## config.mk

```make
export PLATFORM = sky130hd
export DESIGN_NAME = dp_exec_ctrl
export DESIGN_NICKNAME = d
export VERILOG_FILES = /design/src/rtl/dp_exec_ctrl.sv
export SDC_FILE = /design/constraint.sdc
export NUM_CORES = 1
export LEC_CHECK = 0
export ABC_AREA = 0
export CORE_MARGIN = 1
export CORE_UTILIZATION = 46
export DETAILED_ROUTE_END_ITERATION = 10
export PLACE_DENSITY_LB_ADDON = 0.3
export SLEW_MARGIN = 20
export SYNTH_ARGS = -nofsm -noshare
export SYNTH_HDL_FRONTEND = slang
export SYNTH_SLANG_ARGS = --single-unit
```

## constraint.sdc

```tcl
create_clock -name in_Clk -period 10.1 [get_ports in_Clk]
set_input_delay 1.01 -clock in_Clk [delete_from_list [all_inputs] [get_ports in_Clk]]
set_output_delay 1.01 -clock in_Clk [all_outputs]
set_load 0.005 [all_outputs]
```

## src/rtl/dp_exec_ctrl.sv

```systemverilog
`timescale 1ns/1ps
`default_nettype none
// +----------------------------------------------------------------------------+
// | Module      : dp_exec_ctrl                                                 |
// | Description : Data-processing execute controller. Sequences RF read, ALU   |
// |               execute and write-back, and owns the CNZV flags. Define the  |
// |               macro DP_COND_EXEC_EN to enable conditional execution.       |
// | Revision    : 1.0 - initial release                                        |
// +----------------------------------------------------------------------------+
module dp_exec_ctrl #(
  parameter int WORD_WIDTH = 32
) (
  input  logic                  in_Clk,
  input  logic                  in_Rst,
  input  logic                  in_Valid,
  output logic                  out_Ready,
  input  logic [3:0]            in_Cond,
  input  logic [3:0]            in_Opcode,
  input  logic                  in_SetFlags,
  input  logic [3:0]            in_Rd,
  input  logic [3:0]            in_RnSel,
  input  logic [WORD_WIDTH-1:0] in_Op2,
  input  logic                  in_ShCarry,
  output logic [3:0]            out_RfAddr,
  input  logic [WORD_WIDTH-1:0] in_RfData,
  output logic [WORD_WIDTH-1:0] out_AluRn,
  output logic [WORD_WIDTH-1:0] out_AluOp2,
  output logic                  out_AluCarry,
  output logic [3:0]            out_AluOpcode,
  input  logic [WORD_WIDTH-1:0] in_AluY,
  input  logic [3:0]            in_AluCNZV,
  output logic                  out_WbEn,
  output logic [3:0]            out_WbAddr,
  output logic [WORD_WIDTH-1:0] out_WbData,
  output logic [3:0]            out_CNZV,
  output logic                  out_Done,
  output logic                  out_Skipped
);

  typedef enum logic [1:0] {
    S_IDLE = 2'd0,
    S_READ = 2'd1,
    S_EXEC = 2'd2,
    S_WB   = 2'd3
  } state_t;

  state_t r_state;
  state_t w_state_nxt;

  logic [3:0]            r_opcode;
  logic [3:0]            r_rd;
  logic [3:0]            r_rn_sel;
  logic                  r_set_flags;
  logic                  r_sh_carry;
  logic [WORD_WIDTH-1:0] r_op1;
  logic [WORD_WIDTH-1:0] r_op2;
  logic [WORD_WIDTH-1:0] r_y;
  logic [3:0]            r_alu_cnzv;
  logic [3:0]            r_cnzv;

  logic w_accept;
  logic w_cond_pass;
  logic w_skip;
  logic w_is_test;
  logic w_is_arith;
  logic w_wb_active;
  logic w_flag_upd;

`ifdef DP_COND_EXEC_EN
  logic r_skip;

  // Flags are [3]=C [2]=N [1]=Z [0]=V.
  function automatic logic cond_pass(input logic [3:0] cond, input logic [3:0] f);
    logic c, n, z, v;
    c = f[3];
    n = f[2];
    z = f[1];
    v = f[0];
    case (cond)
      4'h0:    cond_pass = z;
      4'h1:    cond_pass = ~z;
      4'h2:    cond_pass = c;
      4'h3:    cond_pass = ~c;
      4'h4:    cond_pass = n;
      4'h5:    cond_pass = ~n;
      4'h6:    cond_pass = v;
      4'h7:    cond_pass = ~v;
      4'h8:    cond_pass = c & ~z;
      4'h9:    cond_pass = ~c | z;
      4'hA:    cond_pass = (n == v);
      4'hB:    cond_pass = (n != v);
      4'hC:    cond_pass = ~z & (n == v);
      4'hD:    cond_pass = z | (n != v);
      4'hE:    cond_pass = 1'b1;
      default: cond_pass = 1'b0;
    endcase
  endfunction

  assign w_cond_pass = cond_pass(in_Cond, r_cnzv);
  assign w_skip      = r_skip;
`else
  logic w_unused_cond;

  assign w_unused_cond = ^in_Cond;
  assign w_cond_pass   = 1'b1;
  assign w_skip        = 1'b0;
`endif

  assign out_Ready   = (r_state == S_IDLE) & ~in_Rst;
  assign w_accept    = in_Valid & out_Ready;
  assign w_is_test   = (r_opcode[3:2] == 2'b10);
  assign w_is_arith  = ((r_opcode >= 4'h2) && (r_opcode <= 4'h7)) ||
                       (r_opcode == 4'hA) || (r_opcode == 4'hB);
  assign w_wb_active = (r_state == S_WB) & ~w_skip;
  assign w_flag_upd  = w_wb_active & (r_set_flags | w_is_test);
  assign out_CNZV    = r_cnzv;

  always_ff @(posedge in_Clk or posedge in_Rst) begin
    if (in_Rst) begin
      r_state <= S_IDLE;
    end else begin
      r_state <= w_state_nxt;
    end
  end

  always_comb begin
    w_state_nxt   = r_state;
    out_RfAddr    = 4'd0;
    out_AluRn     = '0;
    out_AluOp2    = '0;
    out_AluCarry  = 1'b0;
    out_AluOpcode = 4'd0;
    out_WbEn      = 1'b0;
    out_WbAddr    = 4'd0;
    out_WbData    = '0;
    out_Done      = 1'b0;
    out_Skipped   = 1'b0;

    if (r_state != S_IDLE) begin
      out_RfAddr    = r_rn_sel;
      out_AluRn     = r_op1;
      out_AluOp2    = r_op2;
      out_AluCarry  = w_is_arith ? r_cnzv[3] : r_sh_carry;
      out_AluOpcode = r_opcode;
    end

    case (r_state)
      S_IDLE: begin
        if (w_accept) begin
          w_state_nxt = w_cond_pass ? S_READ : S_WB;
        end
      end
      S_READ: begin
        w_state_nxt = S_EXEC;
      end
      S_EXEC: begin
        // RF data arrives this cycle; feed it straight to the ALU.
        out_AluRn   = in_RfData;
        w_state_nxt = S_WB;
      end
      S_WB: begin
        out_Done    = 1'b1;
        out_Skipped = w_skip;
        if (w_wb_active) begin
          out_WbEn   = ~w_is_test;
          out_WbAddr = r_rd;
          out_WbData = r_y;
        end
        w_state_nxt = S_IDLE;
      end
      default: begin
        w_state_nxt = S_IDLE;
      end
    endcase
  end

  always_ff @(posedge in_Clk or posedge in_Rst) begin
    if (in_Rst) begin
      r_opcode    <= 4'd0;
      r_rd        <= 4'd0;
      r_rn_sel    <= 4'd0;
      r_set_flags <= 1'b0;
      r_sh_carry  <= 1'b0;
      r_op1       <= '0;
      r_op2       <= '0;
      r_y         <= '0;
      r_alu_cnzv  <= 4'd0;
      r_cnzv      <= 4'd0;
`ifdef DP_COND_EXEC_EN
      r_skip      <= 1'b0;
`endif
    end else begin
      if (w_accept) begin
        r_opcode    <= in_Opcode;
        r_rd        <= in_Rd;
        r_rn_sel    <= in_RnSel;
        r_set_flags <= in_SetFlags;
        r_sh_carry  <= in_ShCarry;
        r_op2       <= in_Op2;
        r_op1       <= '0;
`ifdef DP_COND_EXEC_EN
        r_skip      <= ~w_cond_pass;
`endif
      end
      if (r_state == S_EXEC) begin
        r_op1      <= in_RfData;
        r_y        <= in_AluY;
        r_alu_cnzv <= in_AluCNZV;
      end
      // Logical ops leave V untouched.
      if (w_flag_upd) begin
        r_cnzv <= w_is_arith ? r_alu_cnzv : {r_alu_cnzv[3:1], r_cnzv[0]};
      end
    end
  end

endmodule
`default_nettype wire

```

**Word level (Yosys, flattened, before mapping)**

Index checks and enable logic that the tools add are counted.
Widths: inputs -> output; s select.

- Memories kept: 0
- Bits in latches: 0
- ROM bits: 0
- Memory bits (writable): 0
- Input bits: 121
- Word-level logic and storage cells: 49
- Register bits: 120

- Divide/modulo/power cells: 0
- Bitwise gates (word level): 6
- $mul: 0
- Magnitude comparators: 2
- Reduce and logical (&&, ||, !) cells: 7
- Multiplexer cells: 15
- Eq/ne operators: 7
- Add/subtract/negate cells: 0
- Shift operators: 0

Operators with widths:

| kind | number |
|---|---|
| $mux 32 | 6 |
| $mux 4 | 3 |
| $eq 4x4->1 const B | 2 |
| $pmux 2 s4 | 1 |
| $eq 2x2->1 const B | 3 |
| $ge 4x2->1 const B | 1 |
| $le 4x3->1 const B | 1 |
| $mux 1 | 4 |
| $reduce_bool 2->1 | 2 |
| $and 1x1->1 | 3 |
| $eq 2x1->1 const B | 1 |
| $logic_not 2->1 | 1 |
| $logic_or 1x1->1 | 2 |
| $mux 2 | 1 |
| $ne 2x2->1 const B | 1 |
| $not 1->1 | 2 |
| $reduce_and 2->1 | 1 |
| $logic_and 1x1->1 | 1 |
| $or 1x1->1 | 1 |

**Logic depth before layout (Yosys ltp)**

Gate-level depths: netlist of run 1.

- Depth after elaboration: 6
- Mapped depth: 8
- Gate-level depth less buffers: 5

**Worst setup path after synthesis of run 1**

No wires, ideal clock.

- Path kind: flip-flop to output port
- From: reg r_state[0]
- To: out out_AluRn[31]
- Data arrival time: 1.660 ns
- Data required time: 9.090 ns
- Cell stages (with the launch flop): 8
- Setup slack: 7.430 ns
- Cells stage by stage: dfrtp_1 > clkbuf_1 > inv_1 > ha_1 > buf_2 > buf_2 > nor2_1 > a22o_1

- Cells in the longest elaborated chain, start to end: 3
- Elaborated cells on any way between the ends: 4

Ends and longest elaborated chain:

| item | RTL line | source |
|---|---|---|
| from (decl) | 47 | `state_t r_state;` |
| from (signal assigned) | 122 | `r_state <= w_state_nxt;` |
| $reduce_bool 2->1 | 139 | `if (r_state != S_IDLE) begin` |
| $mux 32 | 139 |  |
| $mux 32 * | 147 | `case (r_state)` |
| to (decl) | 26 | `output logic [WORD_WIDTH-1:0] out_AluRn,` |

Every way passes the cells marked *; elsewhere a longest branch is shown, timed or not.

**Final worst setup path of run 1**

- From: reg r_state[0]
- To: out out_Ready

- Cells in the longest elaborated chain, start to end: 2

Ends and longest elaborated chain:

| item | RTL line | source |
|---|---|---|
| $logic_not 2->1 | 109 | `assign out_Ready = (r_state == S_IDLE) & ~in_Rst;` |
| $and 1x1->1 | 109 |  |
| to (decl) | 16 | `output logic out_Ready,` |

Every way passes these cells.

==> flow_summary.toml, run 1 <==
[place]
gp_congestion = 0.761
detailedPlace.worstSlack_ps = 6170
place_hpwl_um = 9110
io_buffers = 232

[synth]
synthXorXnorAreaFrac = 0
synth.largest_area_cell = "dfrtp_1"
synth_warnings = 0
synth.distinct_cells = 26
ys_seq_area_frac = 0.551
synth_edf_count = 0
syn_area_sq_um = 5450
ys_ff_latch = 120
synthFlopType = "dfrtp_1"
syn_nets = 528
synthMuxAreaShare = 0.189
synth_top_area_frac = 0.551
netlist_instances = 404
synth_compound_area_frac = 0.115
yosysMostFrequentCell = "dfrtp_1"
synth_top_family_by_area = "multiplexers"
ys_top_cells_by_area = "dfrtp_1 (55%), mux2_2 (14%), a22o_1 (10%)"
syn_avg_cell_area_sq_um = 13.5
synth_adder_area_share = 0.00688
synth_common_cells = "dfrtp_1 (120), mux2_2 (66), a22o_1 (64), nor2b_1 (42), and2_1 (37)"
yosys.area_share.simple = 0.101
synthArstFlopShare = 1.00

[worst_setup_path]
start_kind = "register"
cp_max_fo = 46
reg2reg_to = "r_state[1]"
worst_path_max_delay_cell = "ha_2"
cp_top_family = "adder cells"
r2r_setup_slack_ps = 6910
arrival_ps = 2940
cp-startpoint = "r_state[0]"
required_ps = 9090
end_kind = "primary output"
crit_chain = "inv_1 -> ha_2 -> and2b_4 -> clkdlybuf4s50_1"
r2r_cells = 5
slowest_delay_ps = 830
worst-path-buf-inv = 2
r2r_start = "r_state[0]"
path_class = "register to primary output"

[grt]
grt_overflow_total = 0
grt_max_degree = 104
grt.total_usage = 0.233
grt_pass1_wl_um = 22200
antenna_found_initial = 0
grt_pass1_vias = 4338

[clock_tree]
ctsHoldBuffers = 0
clk_latency_ps = 410
cts_buffer_depth = 2
post-cts-setup-buffers = 0
cts_tree = "yes"
cts_resized = 0
clkSinkCount = 120
cts-root-buf = "clkbuf_16"
clk_pin_slew_ps = 50
htreeDepth = 4
cts_buffers = 17

[layout]
nets = 749
fill_cells = 803
antenna_cells = 0
syn_to_final_growth_pct = 55.5
drive_gt1_frac = 0.194

[routing]
drc_errors = 0
drt_iter0_markers = 237
wl_per_cell_um = 17.6
vias_per_cell = 5.18
drt_pass1_iterations = 4
drtAntennaViolNets = 0
wirelength_um = 13700
via_count = 4044

[sta]
drv_slew = 0
worstMarginPinSlew_ps = 935
worst_slack_ps = 6150
rsz0062_at_grt = "false"
tns_ps = 0
hold_viol = 0
fin_crit_sh = 0.391
finalCriticalPeriod_ps = 3950
fmax_mhz = 253
setup_violations = 0
clock_skew_ps = 5.99
slew_headroom = 0.376

[worst_hold_path]
hold_path_end = "r_y[18]"
hold_depth = 1
hold_path.startpoint = "r_y[18]"
hp-class = "register to register"

[run]
maxCapViolCount = 0

[floorplan]
dieArea_sq_um = 12300
ios = 238
initial_core_util = 0.476
rows = 39
die_h_um = 111
core_area_sq_um = 11500
die_w_um = 111

[pwr]
leakagePower_nw = 3.65
p_per_area_nw_per_um2 = 334
irDropWorstVdd_mv = 0.376

[run_status]
status = "finished, final reports clean"
layout make-up:
cell class                      count  area [sq um]  area share
Timing Repair Buffer              234          2360       0.278
Sequential cell                   120          3000       0.354
Tap cell                          143           179      0.0211
Clock buffer                       25           495      0.0584
Inverter                            4          17.5     0.00207
Clock inverter                      7           163      0.0192
Multi-Input combinational cell    248          2260       0.266
kinds of logic (layout without fill, tap and decap cells):
| kind of cell | count (synthesis) | count (layout) |
|---|---|---|
| flops | 120 | 120 |
| simple gates | 86 | 86 |
| compound gates | 73 | 73 |
| mux | 85 | 85 |
| fa+ha+maj | 3 | 3 |
| buf+inv | 36 | 270 |
| other cells | 1 | 1 |
state kept, by name (all words and copies together) (netlist names):
name         count
r_set_flags      1
r_rd             4
r_rn_sel         4
out_CNZV         4
r_y             32
r_opcode         4
r_sh_carry       1
r_state          2
r_op2           32
r_alu_cnzv       4
r_op1           32
cells in the final DEF, fill, tap and decap left out, types with 2 or more instances in the layout:
cell type,Yosys,layout
a22o_1,64,64
and2_1,37,37
bufinv_16,0,5
clkbuf_1,11,4
clkbuf_16,0,17
clkbuf_8,0,4
clkdlybuf4s50_1,0,232
dfrtp_1,120,119
ha_2,0,2
inv_1,4,3
mux2_2,66,66
mux2_4,19,19
nand2_1,2,2
nor2_1,2,2
nor2b_1,42,42
o21ai_0,3,3
per-stage QoR:
step                total power (W)  hold slack [ps]  utilization  cell area [sq um]  instances
finish                      0.00283              492        0.739               8480        781
detailed placement          0.00216              481        0.679               7790        748
global route                0.00300              507        0.739               8480        781
CTS                         0.00285              497        0.736               8440        780
floorplan                   0.00154              464            -               5450        404
global placement            0.00211              480        0.679               7790        748
how the worst max path moves through the flow:
stage | endpoint | cells after the start
final | out_Ready | 4
after global routing | out_AluRn[31] | 5
after CTS | out_AluRn[31] | 5
after detailed placement | out_AluRn[31] | 5
after global placement | out_WbEn | 3
after floorplan | out_CNZV[0] | 1
power by group:
| part | total (W) | switching, W | internal (W) |
|---|---|---|---|
| clock | 0.000671 | 0.000207 | 0.000464 |
| combinational | 0.00130 | 0.000462 | 0.000834 |
| sequential | 0.000864 | 0.000140 | 0.000725 |
| total | 0.00283 | 0.000809 | 0.00202 |
per-layer routing:
metal	GRT usage	share of wire
met4	0.110	0.028
met1	0.260	0.39
met3	0.0891	0.069
met5	0	0
met2	0.393	0.51
worst reg2reg max path: cells and delay by family, from the launching register on:
| kind | cells | cell delay [ps] |
|---|---|---|
| buffers and inverters | 1 | 240 |
| AND/OR/NAND/NOR | 2 | 1020 |
| flip-flops | 1 | 620 |
| adder cells (fa/ha/maj) | 1 | 840 |
| multiplexers | 1 | 350 |
No activity file was read; power rests on OpenSTA's default activity.
==> inputs of run 2 (changes only) <==
CORE_UTILIZATION = 38   (was 46)
clock period = 3.55 ns   (was 10.1 ns; I/O delays follow)
==> run 2 against run 1 <==
Against the previous run: critical path type unchanged; first-iteration DRC count shrank 17%; core utilization down 13 points; clock skew grew 4.5 ps; clock power increased to 2.6 times the previous value; power rose to 2.8 times the previous value; final area is 0.24% higher; sequential power grew to 2.8 times the previous value; die area is 21% higher.
==> flow_summary.toml, run 2 (synthesized netlist as in run 1, its figures left out) <==
[clock_tree]
clk_latency_ps = 400
post-cts-setup-buffers = 0
ctsHoldBuffers = 0
clkSinkCount = 120
cts_resized = 0
htreeDepth = 4
cts-root-buf = "clkbuf_16"
cts_buffer_depth = 2
clk_pin_slew_ps = 50
cts_tree = "yes"
cts_buffers = 17

[worst_setup_path]
arrival_ps = 2540
path_class = "register to primary output"
crit_chain = "buf_4 -> inv_1 -> ha_4 -> nor2_1 -> a22o_1 -> clkdlybuf4s50_1"
cp.depth = 6
required_ps = 3190
end_kind = "primary output"
r2r_cells = 6
start_kind = "register"
worst_path_max_delay_cell = "ha_4"
worst-path-buf-inv = 3
cp_max_fo = 62
cp_top_family = "buffers and inverters"
slowest_delay_ps = 550

[routing]
drtAntennaViolNets = 0
drc_errors = 0
top_layer_used = "met4"
met3_length_um = 1090
wl_met1_um = 5610
wl_per_cell_um = 16.0
wirelength_um = 13100
vias_per_cell = 4.90
drt_iter0_markers = 197
drt_pass1_iterations = 4
wl_met2_um = 6290
via_count = 4024

[place]
place_hpwl_um = 9090
io_buffers = 232
dpl_cell_area_sq_um = 7880
gp_congestion = 0.716

[layout]
multi_input_area_sq_um = 2260
regArea_sq_um = 3000
antenna_cells = 0
design_area_sq_um = 8500
nets = 753
top_regs = "r_op1 x32, r_op2 x32, r_y x32"
layout_commonest_cell = "clkdlybuf4s50_1"
fill_cells = 1099
post-route-util = 0.610
syn_to_final_growth_pct = 55.9
final_cell_mix = "clkdlybuf4s50_1 (232), dfrtp_1 (120), mux2_2 (66)"
drive_gt1_frac = 0.198

[sta]
worstMarginPinSlew_ps = 867
setup_violations = 0
drv_slew = 0
clock_skew_ps = 10.5
fmax_mhz = 346
rsz0062_at_grt = "false"
hold_viol = 0
slew_headroom = 0.422
finalCriticalPeriod_ps = 2890
fin_crit_sh = 0.814
tns_ps = 0

[floorplan]
initial_core_util = 0.391
ios = 238
rows = 43
core_area_sq_um = 13900
die_w_um = 122
die_h_um = 122
dieArea_sq_um = 14800

[grt]
grt_max_degree = 70
grt_pass1_vias = 4149
grt.total_usage = 0.182
antenna_found_initial = 0
grt_pass1_wl_um = 20600
grt_overflow_total = 0

[worst_hold_path]
hold_depth = 1
hp-class = "register to register"

[pwr]
p_total_w = 0.00788
irDropWorstVdd_mv = 0.582
leakagePower_nw = 3.65
p_per_area_nw_per_um2 = 927

[run]
maxCapViolCount = 0

[run_status]
status = "finished, final reports clean"
[run 2: cell count changes in the layout (fill, tap and decap cells not counted), sizes merged]
cell	change
clkinv	+1
clkbuf	-1
buf	+4
clkinvlp	+1
bufinv	-2
[run 2: metrics by stage]
step	cells	hold slack [ps]	setup slack (ps)
floorplan	404	464	9.18
global placement	790	479	1000
detailed placement	790	481	957
CTS	821	497	616
global route	821	508	469
finish	821	493	659
[run 2: per-layer routing]
metal	up-vias	track usage
li1	1878	-
met1	1995	0.223
met2	139	0.289
met3	12	0.0749
met4	0	0.0594
met5	-	0
[run 2: path summary, 6_finish.rpt]
check,startpoint,to,slack (ps)
max in group asynchronous,in_Rst,out_CNZV[1],2220
worst max-delay path,r_state[0],out_AluRn[31],660
worst min register to register,r_y[2],r_y[2],490
worst max register to register,r_state[0],r_state[1],970
worst min-delay path,r_y[2],r_y[2],490
min in group asynchronous,in_Rst,r_op2[7],550
[run 2: final cells by class]
class,count,area share
sequential,120,0.353
timing repair buffer,238,0.280
multi-input combinational,248,0.266
clock buffer,24,0.0590
tap,180,0.0265
clock inverter,7,0.0135
inverter,4,0.00206
[run 2: power breakdown]
group / switching [W] / total (W) / internal [W]
logic: 0.00135 / 0.00371 / 0.00237
clock network: 0.000575 / 0.00177 / 0.00119
registers: 0.000339 / 0.00240 / 0.00206
total: 0.00226 / 0.00788 / 0.00562
